<file path="config.mk">
export PLATFORM = sky130hd
export DESIGN_NAME = online_div_seq
export DESIGN_NICKNAME = d
export VERILOG_FILES = /design/src/rtl/rbr_pkg.sv /design/src/rtl/online_divider_2D.sv /design/src/rtl/online_div_seq.sv
export SDC_FILE = /design/constraint.sdc
export NUM_CORES = 2
export LEC_CHECK = 0
export ABC_AREA = 1
export BUFFER_PORTS_ARGS = -buffer_cell sky130_fd_sc_hd__buf_2
export CORE_MARGIN = 5
export CORE_UTILIZATION = 60
export DETAILED_ROUTE_END_ITERATION = 6
export GPL_TIMING_DRIVEN = 0
export HOLD_SLACK_MARGIN = 0.06
export PLACE_DENSITY = 0.81
export SETUP_SLACK_MARGIN = 0.2
export SKIP_CTS_REPAIR_TIMING = 1
export SLEW_MARGIN = 20
export SYNTH_ARGS = -nofsm -noshare
export SYNTH_HDL_FRONTEND = slang
export SYNTH_SLANG_ARGS = --single-unit
</file>
<file path="constraint.sdc">
create_clock -name clk -period 111.2 [get_ports clk]
set_input_delay 11.12 -clock clk [delete_from_list [all_inputs] [get_ports clk]]
set_output_delay 11.12 -clock clk [all_outputs]
set_load 0.02 [all_outputs]
</file>
<file path="src/rtl/rbr_pkg.sv">
`default_nettype none
// +----------------------------------------------------------------------+
// | rbr_pkg                                                              |
// | Shared redundant-binary types: signed digits and sequencer states.   |
// | Revision: 1.0                                                        |
// +----------------------------------------------------------------------+
package rbr_pkg;

  typedef logic [1:0] signed_digit;

  localparam signed_digit SD_POS  = 2'b10;
  localparam signed_digit SD_NEG  = 2'b01;
  localparam signed_digit SD_ZERO = 2'b00;

  typedef enum logic [1:0] {SEQ_IDLE, SEQ_LOAD, SEQ_EVAL, SEQ_DRAIN} div_seq_state_t;

  // Numeric value of a digit; the unused code 11 reads as zero.
  function automatic logic signed [1:0] sd_val(input signed_digit s);
    case (s)
      SD_POS:  return 2'sd1;
      SD_NEG:  return -2'sd1;
      default: return 2'sd0;
    endcase
  endfunction

endpackage
`default_nettype wire

</file>
<file path="src/rtl/online_divider_2D.sv">
`default_nettype none
// +----------------------------------------------------------------------+
// | online_divider_2D                                                    |
// | Combinational divider array: signed-digit x and d (digit i has       |
// | weight 2^-i) in, signed-digit quotient q out, truncated toward zero  |
// | and saturated at magnitude just below 2.                             |
// | Revision: 1.0                                                        |
// +----------------------------------------------------------------------+
module online_divider_2D
  import rbr_pkg::*;
#(
  parameter int WIDTH = 16,
  parameter int P     = 16
) (
  input  signed_digit [WIDTH-1:0] x,
  input  signed_digit [WIDTH-1:0] d,
  output signed_digit [WIDTH-1:0] q
);

  localparam int NW = 2 * WIDTH - 1;

  logic signed [WIDTH+1:0] w_xv;
  logic signed [WIDTH+1:0] w_dv;
  logic signed [WIDTH+1:0] w_wt;
  logic [WIDTH-1:0]        w_xm;
  logic [WIDTH-1:0]        w_dm;
  logic [WIDTH-1:0]        w_mag;
  logic [NW-1:0]           w_num;
  logic [NW-1:0]           w_quo;
  logic [WIDTH:0]          w_rem;
  logic                    w_neg;

  // Digit vectors to two's complement, restoring-division array, back to digits.
  always_comb begin
    w_xv  = '0;
    w_dv  = '0;
    w_wt  = '0;
    w_rem = '0;
    w_quo = '0;
    q     = '0;
    for (int i = 0; i < WIDTH; i++) begin
      w_wt = (WIDTH+2)'(1) << (WIDTH - 1 - i);
      if (x[i] == SD_POS)      w_xv = w_xv + w_wt;
      else if (x[i] == SD_NEG) w_xv = w_xv - w_wt;
      if (d[i] == SD_POS)      w_dv = w_dv + w_wt;
      else if (d[i] == SD_NEG) w_dv = w_dv - w_wt;
    end
    w_xm  = WIDTH'(w_xv[WIDTH+1] ? -w_xv : w_xv);
    w_dm  = WIDTH'(w_dv[WIDTH+1] ? -w_dv : w_dv);
    w_neg = w_xv[WIDTH+1] ^ w_dv[WIDTH+1];
    // Numerator scaled so the quotient lands in units of 2^-(WIDTH-1).
    w_num = {w_xm, (WIDTH-1)'(0)};
    for (int i = NW - 1; i >= 0; i--) begin
      w_rem = {w_rem[WIDTH-1:0], w_num[i]};
      if (w_rem >= {1'b0, w_dm}) begin
        w_rem    = w_rem - {1'b0, w_dm};
        w_quo[i] = 1'b1;
      end
    end
    // A zero divisor also lands here, so the result is never undefined.
    w_mag = (|w_quo[NW-1:WIDTH]) ? '1 : w_quo[WIDTH-1:0];
    for (int i = 0; i < WIDTH; i++) begin
      if (i < P && w_mag[WIDTH-1-i]) q[i] = w_neg ? SD_NEG : SD_POS;
    end
  end

endmodule
`default_nettype wire

</file>
<file path="src/rtl/online_div_seq.sv">
`default_nettype none
// +----------------------------------------------------------------------+
// | online_div_seq                                                       |
// | Frame sequencer around online_divider_2D: loads x/d digit streams,   |
// | waits for the array to settle, captures q and streams it MSD-first.  |
// | Revision: 1.0                                                        |
// +----------------------------------------------------------------------+
module online_div_seq
  import rbr_pkg::*;
#(
  parameter int WIDTH   = 16,
  parameter int P       = 16,
  parameter int DIV_LAT = 2
) (
  input  logic       clk,
  input  logic       rst,
  input  logic       in_valid,
  output logic       in_ready,
  input  logic [1:0] x_dig,
  input  logic [1:0] d_dig,
  output logic       out_valid,
  input  logic       out_ready,
  output logic [1:0] q_dig,
  output logic       out_last,
  output logic       busy,
  output logic       norm_err
);

  localparam int IW = (WIDTH > 1) ? $clog2(WIDTH) : 1;
  localparam int CW = $clog2(DIV_LAT + 1);
  localparam logic [IW-1:0] IDX_LAST = IW'(WIDTH - 1);
  localparam logic [CW-1:0] CNT_LAST = CW'(DIV_LAT - 1);

  div_seq_state_t           r_state;
  logic [IW-1:0]            r_idx;
  logic [CW-1:0]            r_cnt;
  signed_digit [WIDTH-1:0]  r_x;
  signed_digit [WIDTH-1:0]  r_d;
  signed_digit [WIDTH-1:0]  r_q;
  signed_digit [WIDTH-1:0]  w_q;
  logic [IW-1:0]            w_idx_inc;
  logic                     w_norm_ok;

  online_divider_2D #(.WIDTH(WIDTH), .P(P)) u_div (
    .x (r_x),
    .d (r_d),
    .q (w_q)
  );

  assign w_idx_inc = r_idx + 1'b1;
  // Divisor must look like 0.1xxx so the quotient stays in range.
  assign w_norm_ok = (sd_val(r_d[0]) == 2'sd0) && (r_d[1] == SD_POS);

  // Sequencer FSM with all handshake and status outputs registered.
  always_ff @(posedge clk) begin
    if (rst) begin
      r_state   <= SEQ_IDLE;
      r_idx     <= '0;
      r_cnt     <= '0;
      r_x       <= '0;
      r_d       <= '0;
      r_q       <= '0;
      in_ready  <= 1'b1;
      out_valid <= 1'b0;
      q_dig     <= SD_ZERO;
      out_last  <= 1'b0;
      busy      <= 1'b0;
      norm_err  <= 1'b0;
    end else begin
      case (r_state)
        SEQ_IDLE: begin
          if (in_valid) begin
            r_x[r_idx] <= x_dig;
            r_d[r_idx] <= d_dig;
            norm_err   <= 1'b0;
            busy       <= 1'b1;
            r_idx      <= IW'(1);
            r_state    <= SEQ_LOAD;
          end
        end
        SEQ_LOAD: begin
          if (in_valid) begin
            r_x[r_idx] <= x_dig;
            r_d[r_idx] <= d_dig;
            if (r_idx == IDX_LAST) begin
              in_ready <= 1'b0;
              r_cnt    <= '0;
              r_state  <= SEQ_EVAL;
            end else begin
              r_idx <= w_idx_inc;
            end
          end
        end
        SEQ_EVAL: begin
          if (r_cnt == CNT_LAST) begin
            r_q      <= w_norm_ok ? w_q : '0;
            norm_err <= ~w_norm_ok;
            r_idx    <= '0;
            r_state  <= SEQ_DRAIN;
          end else begin
            r_cnt <= r_cnt + 1'b1;
          end
        end
        SEQ_DRAIN: begin
          if (!out_valid) begin
            // First drain cycle presents digit 0.
            out_valid <= 1'b1;
            q_dig     <= r_q[r_idx];
            out_last  <= (r_idx == IDX_LAST);
          end else if (out_ready) begin
            if (r_idx == IDX_LAST) begin
              out_valid <= 1'b0;
              out_last  <= 1'b0;
              q_dig     <= SD_ZERO;
              in_ready  <= 1'b1;
              busy      <= 1'b0;
              r_idx     <= '0;
              r_state   <= SEQ_IDLE;
            end else begin
              r_idx    <= w_idx_inc;
              q_dig    <= r_q[w_idx_inc];
              out_last <= (w_idx_inc == IDX_LAST);
            end
          end
        end
        default: r_state <= SEQ_IDLE;
      endcase
    end
  end

endmodule
`default_nettype wire

</file>
Word level (Yosys, flattened, before mapping)
Index checks and enable logic that the tools add are counted.
- word-level logic and storage cells: 482
- bits in registers: 111
- muxes and demuxes: 196
- order comparisons: 34
- equality and inequality tests: 80
- bitwise gates (word level): 2
- reduce and logical (&&, ||, !) cells: 19
- add/subtract/negate cells: 94
- operators with widths (operator ; number):
    $mux W18 ; 64
    $mux W16 ; 33
    $ge A17 B16 Y1 ; 30
    $sub A16 B16 Y16 ; 29
    $eq A2 B1 Y1 const B ; 34
    $eq A2 B2 Y1 const B ; 34
    $bwmux W32 ; 2
    $mux W2 ; 32
    $mux W1 ; 47
    $add A18 B10 Y18 const B ; 2
    $add A18 B11 Y18 const B ; 2
    $add A18 B12 Y18 const B ; 2
    $add A18 B13 Y18 const B ; 2
    $add A18 B14 Y18 const B ; 2
    $add A18 B15 Y18 const B ; 2
    $add A18 B16 Y18 const B ; 2
    $add A18 B2 Y18 const B ; 2
    $add A18 B3 Y18 const B ; 2
    $add A18 B4 Y18 const B ; 2
    $add A18 B5 Y18 const B ; 2
    $add A18 B6 Y18 const B ; 2
    $add A18 B7 Y18 const B ; 2
    $add A18 B8 Y18 const B ; 2
    $add A18 B9 Y18 const B ; 2
    46 further kinds ; 90

Longest topological paths before layout
- depth in word-level cells: 115
- depth in mapped cells: 783
- mapped depth without buffers: 734

Hierarchy
A second synthesis with hierarchy kept.
- cell total of the unflattened synthesis: 7059
- area, all modules: 41025.6 um^2
- modules (own cells, without submodules) (module ; times used ; cells each ; sequential area each (um^2) ; area an instance (um^2)):
    online_divider_2D ; 1 ; 6333 ; 0.0 ; 35810.6
    online_div_seq ; 1 ; 726 ; 2222.1 ; 5215.0

Worst setup path before layout
OpenSTA, ideal clock, no wires.
- path kind: register -> register
- start point: register r_d[16] (netlist bit)
- end point: register r_q[31] (netlist bit)
- data required time: 111.086 ns
- slack: 17.596 ns
- cell stages (with the launch flop): 764
- library setup time: 0.114 ns
- arrival: 93.490 ns
- cells stage by stage: dfxtp_1 inv_1 ha_1 xor2_1 o21ai_1 nand2_1 a21oi_2 inv_2 nor2_2 nand4_1 nand2_1 nand2_1 nand2_1 nand2_2 inv_1 nand4_2 clkinv_1 nand3_1 [... 728 more ...] nor2_4 ha_1 a21oi_1 o21bai_1 a21oi_1 o21bai_1 a21oi_1 o21bai_1 a21oi_1 nor2_1 o21bai_1 a21oi_1 o31ai_1 a21boi_0 a2111oi_0 nand3_2 nand2_1 a21oi_2
- word-level cells in the longest chain between the ends: 91
- elaborated cells on any way between the ends: 147
- those cells by class: 45 x add/sub; 31 x order compare; 2 x eq/ne; 67 x mux; 1 x bitwise; 1 x reduce/logical
- ends and longest elaborated chain (element ; line ; text):
    from (decl) ; online_div_seq.sv:38 ; signed_digit [WIDTH-1:0] r_d;
    from (signal, indexed assignment) ; online_div_seq.sv:74 ; r_d[r_idx] <= d_dig;
    from (signal, indexed assignment) ; online_div_seq.sv:84 ; r_d[r_idx] <= d_dig;
    $eq A2 B1 Y1 ; online_divider_2D.sv:46 ; else if (d[i] == SD_NEG) w_dv = w_dv - w_wt;
    $mux W18 ; online_divider_2D.sv:46 ;
    $mux W18 (*) ; online_divider_2D.sv:45 ; if (d[i] == SD_POS) w_dv = w_dv + w_wt;
    $sub A18 B8 Y18 ; online_divider_2D.sv:46 ;
    $mux W18 ; online_divider_2D.sv:46 ;
    $mux W18 (*) ; online_divider_2D.sv:45 ;
    $sub A18 B7 Y18 ; online_divider_2D.sv:46 ;
    $mux W18 ; online_divider_2D.sv:46 ;
    [... 75 more ...] ; n/a ;
    $mux W16 ; online_divider_2D.sv:55 ; if (w_rem >= {1'b0, w_dm}) begin
    $sub A16 B16 Y16 or $ge A17 B16 Y1 (tied branches) ; online_divider_2D.sv:56, online_divider_2D.sv:55 ;
    $mux W16 ; online_divider_2D.sv:55 ;
    $ge A17 B16 Y1 ; online_divider_2D.sv:55 ;
    $mux W1 ; online_divider_2D.sv:55 ;
    $mux W16 ; online_divider_2D.sv:61 ; w_mag = (|w_quo[NW-1:WIDTH]) ? '1 : w_quo[WIDTH-1:0];
    $mux W2 (*) ; online_divider_2D.sv:63 ; if (i < P && w_mag[WIDTH-1-i]) q[i] = w_neg ? SD_NEG : SD_POS;
    $mux W32 (*) ; online_div_seq.sv:96 ; r_q <= w_norm_ok ? w_q : '0;
    to (signal assigned) ; online_div_seq.sv:96 ;
    to (decl) ; online_div_seq.sv:39 ; signed_digit [WIDTH-1:0] r_q;
Mark *: on every way between the ends. The rest lies on a longest branch, timed or not.
A chain may end at the register's enable or synchronous reset.

==> metrics.md <==
| Metric | Value |
|---|---|
| Rows | `95` |
| Final core occ | `0.645` |
| Worst R2R Path Depth | `767` |
| Mapped Cells | `approximately 6.7k` |
| RR Startpoint | `r_d[10]` |
| Largest net degree at the start of global routing | `39` |
| Critical Path RT | `around 110 ns` |
| Final clock skew | `between 0.015 and 0.02 ns` |
| Synth unique cells | `73` |
| Origin of the worst setup path | `r_d[10]` |
| Register area share after synthesis | `0.0552` |
| Crit end category | `flip-flop` |
| Most common cell after layout, fill and taps aside | `nand2_1` |
| Critical Path AT | `approximately 100 ns` |
| Grt total ovfl | `0` |
| Worst setup margin | `8.84 ns` |
| Port-buffer cells | `14` |
| Main synth FF type | `dfxtp_1` |
| H-tree depth | `3` |
| Worst-Skew Late Latency | `0.37 ns` |
| Mapped Nets | `about 7.3k` |
| Clock sink total | `between 100 and 150` |
| DRC | `0` |
| Pre-antenna DRT Iters | `7` |
| Worst Tran Pin Value | `between 0.9 and 1 ns` |
| Yosys warning count | `0` |
| Detailed placement HPWL | `between 80 and 90 mm` |
| Core area | `between 60000 and 70000 um^2` |
| Placed insts | `about 7.6k` |
| # IOs | `15` |
| Sequential Area | `2220 um^2` |
| HP Class | `reg2reg` |
| Min Tclk post-route | `approximately 100 ns` |
| Die Width | `roughly 270 um` |
| Mapped Area | `slightly above 40000 um^2` |
| Max-Cap Viols | `0` |
| Fillcell total | `roughly 6.3k` |
| Global-route wire length before repair | `around 180 mm` |
| Avg WL per Cell | `around 14 um` |
| CP peak stage delay | `between 0.4 and 0.5 ns` |
| Tcrit/Tclk final | `0.921` |
| Commonest cells after routing, fill and taps aside | `1691 x nand2_1, 999 x inv_1, 557 x nand3_1` |
| CP Launch Type | `flip-flop` |
| Multi-input gate area | `between 30000 and 40000 um^2` |
| TritonCTS clock tree | `built` |
| Routed Antenna Nets | `0` |
| Async SR Flop Fraction | `0` |
| Antenna violations before repair | `1` |
| Outcome | `finished clean` |
| Fmax | `9.77 MHz` |
| Finished Layout Cells | `slightly below 8k` |
| Hold_ws | `roughly 0.46 ns` |
| Num CTS Buffers | `9` |
| Root Driver | `clkbuf_16` |
| Hold Path Origin | `busy` |
| Vias | `42.8k` |
| Vias/cell | `5.55` |
| Hold depth | `2` |
| Crit-path most repeated cell | `a21oi_1` |
| Fin. Hold Viols | `0` |
| Max-slew violation count | `0` |
| # setup viols final | `0` |
| Post-placement setup slack | `around 1.5 ns` |
| Flop and latch count out of synthesis | `between 100 and 150` |
| Post-synth EDFFs | `0` |
| GR Util All Layers | `0.286` |
| CP max-delay cell | `ha_2` |
| Share of cells above drive strength 1 | `0.116` |
| Nets | `approximately 7.4k` |
| Vias in the first global route | `roughly 38k` |
| Clock buffer depth | `2` |
| Critical path peak fanout | `19` |
| Rel. slew slack | `0.385` |
| Layout area overhead | `7.07%` |
| Die height | `269 um` |
| Die ar. | `just over 70000 um^2` |
| Detailed Route Iter0 Violations | `between 3k and 4k` |
| Starting density of the core | `0.602` |
| Syn_area_per_cell | `roughly 6.0 um^2` |
| Clock transition at path regs | `~0.08 ns` |
| Critical path class | `reg2reg` |
| Routability Congestion | `just over 0.9` |
| WL final | `around 110 mm` |
through the flow:
| step | TNS, ns | area, um^2 |
|---|---|---|
| after floorplan | 0 | 40200 |
| after global placement | 0 | 41400 |
| after detailed placement | 0 | 41600 |
| after CTS | 0 | 41900 |
| after global routing | -1.06 | 43100 |
| final | 0 | 43100 |
cell type report:
class,instances,area share
multi-input cells,5416,0.774
clock buffers,9,0.00523
clock inverters,7,0.00177
diodes,2,0.000116
plain buffers,134,0.0275
repair inverters,3,0.000610
repair buffers,100,0.0194
well taps,873,0.0254
inverters,1059,0.0940
flip-flops and latches,111,0.0516
cell families after synthesis:
group	Yosys count	share of synthesized area
compound gates	1276	0.180
xor+xnor	440	0.0960
fa+ha+maj	559	0.177
buf+inv	1193	0.128
flops	111	0.0552
mux	1	0.000249
simple gates	3138	0.364
flip-flops by register name, indices dropped and copies added (netlist names):
| signal | flops |
|---|---|
| norm_err | 1 |
| r_cnt | 2 |
| q_dig | 2 |
| r_q | 32 |
| out_last | 1 |
| r_state | 2 |
| busy | 1 |
| r_d | 32 |
| r_idx | 4 |
| r_x | 32 |
| in_ready | 1 |
| out_valid | 1 |
routing by layer:
layer / wire (um) / GRT usage / up-vias
met1: 49800 / 0.384 / 19000
met4: 4290 / 0.0862 / 0
met2: 50300 / 0.489 / 1255
li1: - / - / 22300
met3: 6540 / 0.0219 / 206
met5: 0 / 0 / -
Yosys cell counts, drive strengths merged, types with 21 or more instances:
library cell / n / area [um^2]
a21o: 21 / 158
a21oi: 528 / 2670
a31oi: 22 / 138
buf: 81 / 830
clkbuf: 52 / 322
dfxtp: 111 / 2220
ha: 543 / 6790
inv: 1053 / 3960
nand2: 1896 / 7740
nand3: 640 / 3750
nand4: 105 / 669
nor2: 356 / 1610
nor3: 43 / 220
o211ai: 28 / 210
o21ai: 464 / 2370
o21bai: 142 / 1070
or2: 45 / 287
xnor2: 151 / 1320
xor2: 289 / 2540
final timing paths:
path / endpoint / slack, ns
setup / recovery: r_q[30] / 8.84
hold reg to reg: busy / 0.46
hold / removal: busy / 0.46
setup reg to reg: r_q[30] / 8.84
worst max-delay path, delay by kind of cell, from the launching register on:
kind / cells / cell delay, ns
AND/OR/NAND/NOR: 195 / 19.45
adder cells (fa/ha/maj): 38 / 12.77
buffers and inverters: 190 / 21.17
flip-flops: 1 / 0.35
AO/OA/AOI/OAI: 516 / 72.54
Power is not shown: default switching activity piles up to over one toggle a cycle in this logic, so the estimate is an artifact.
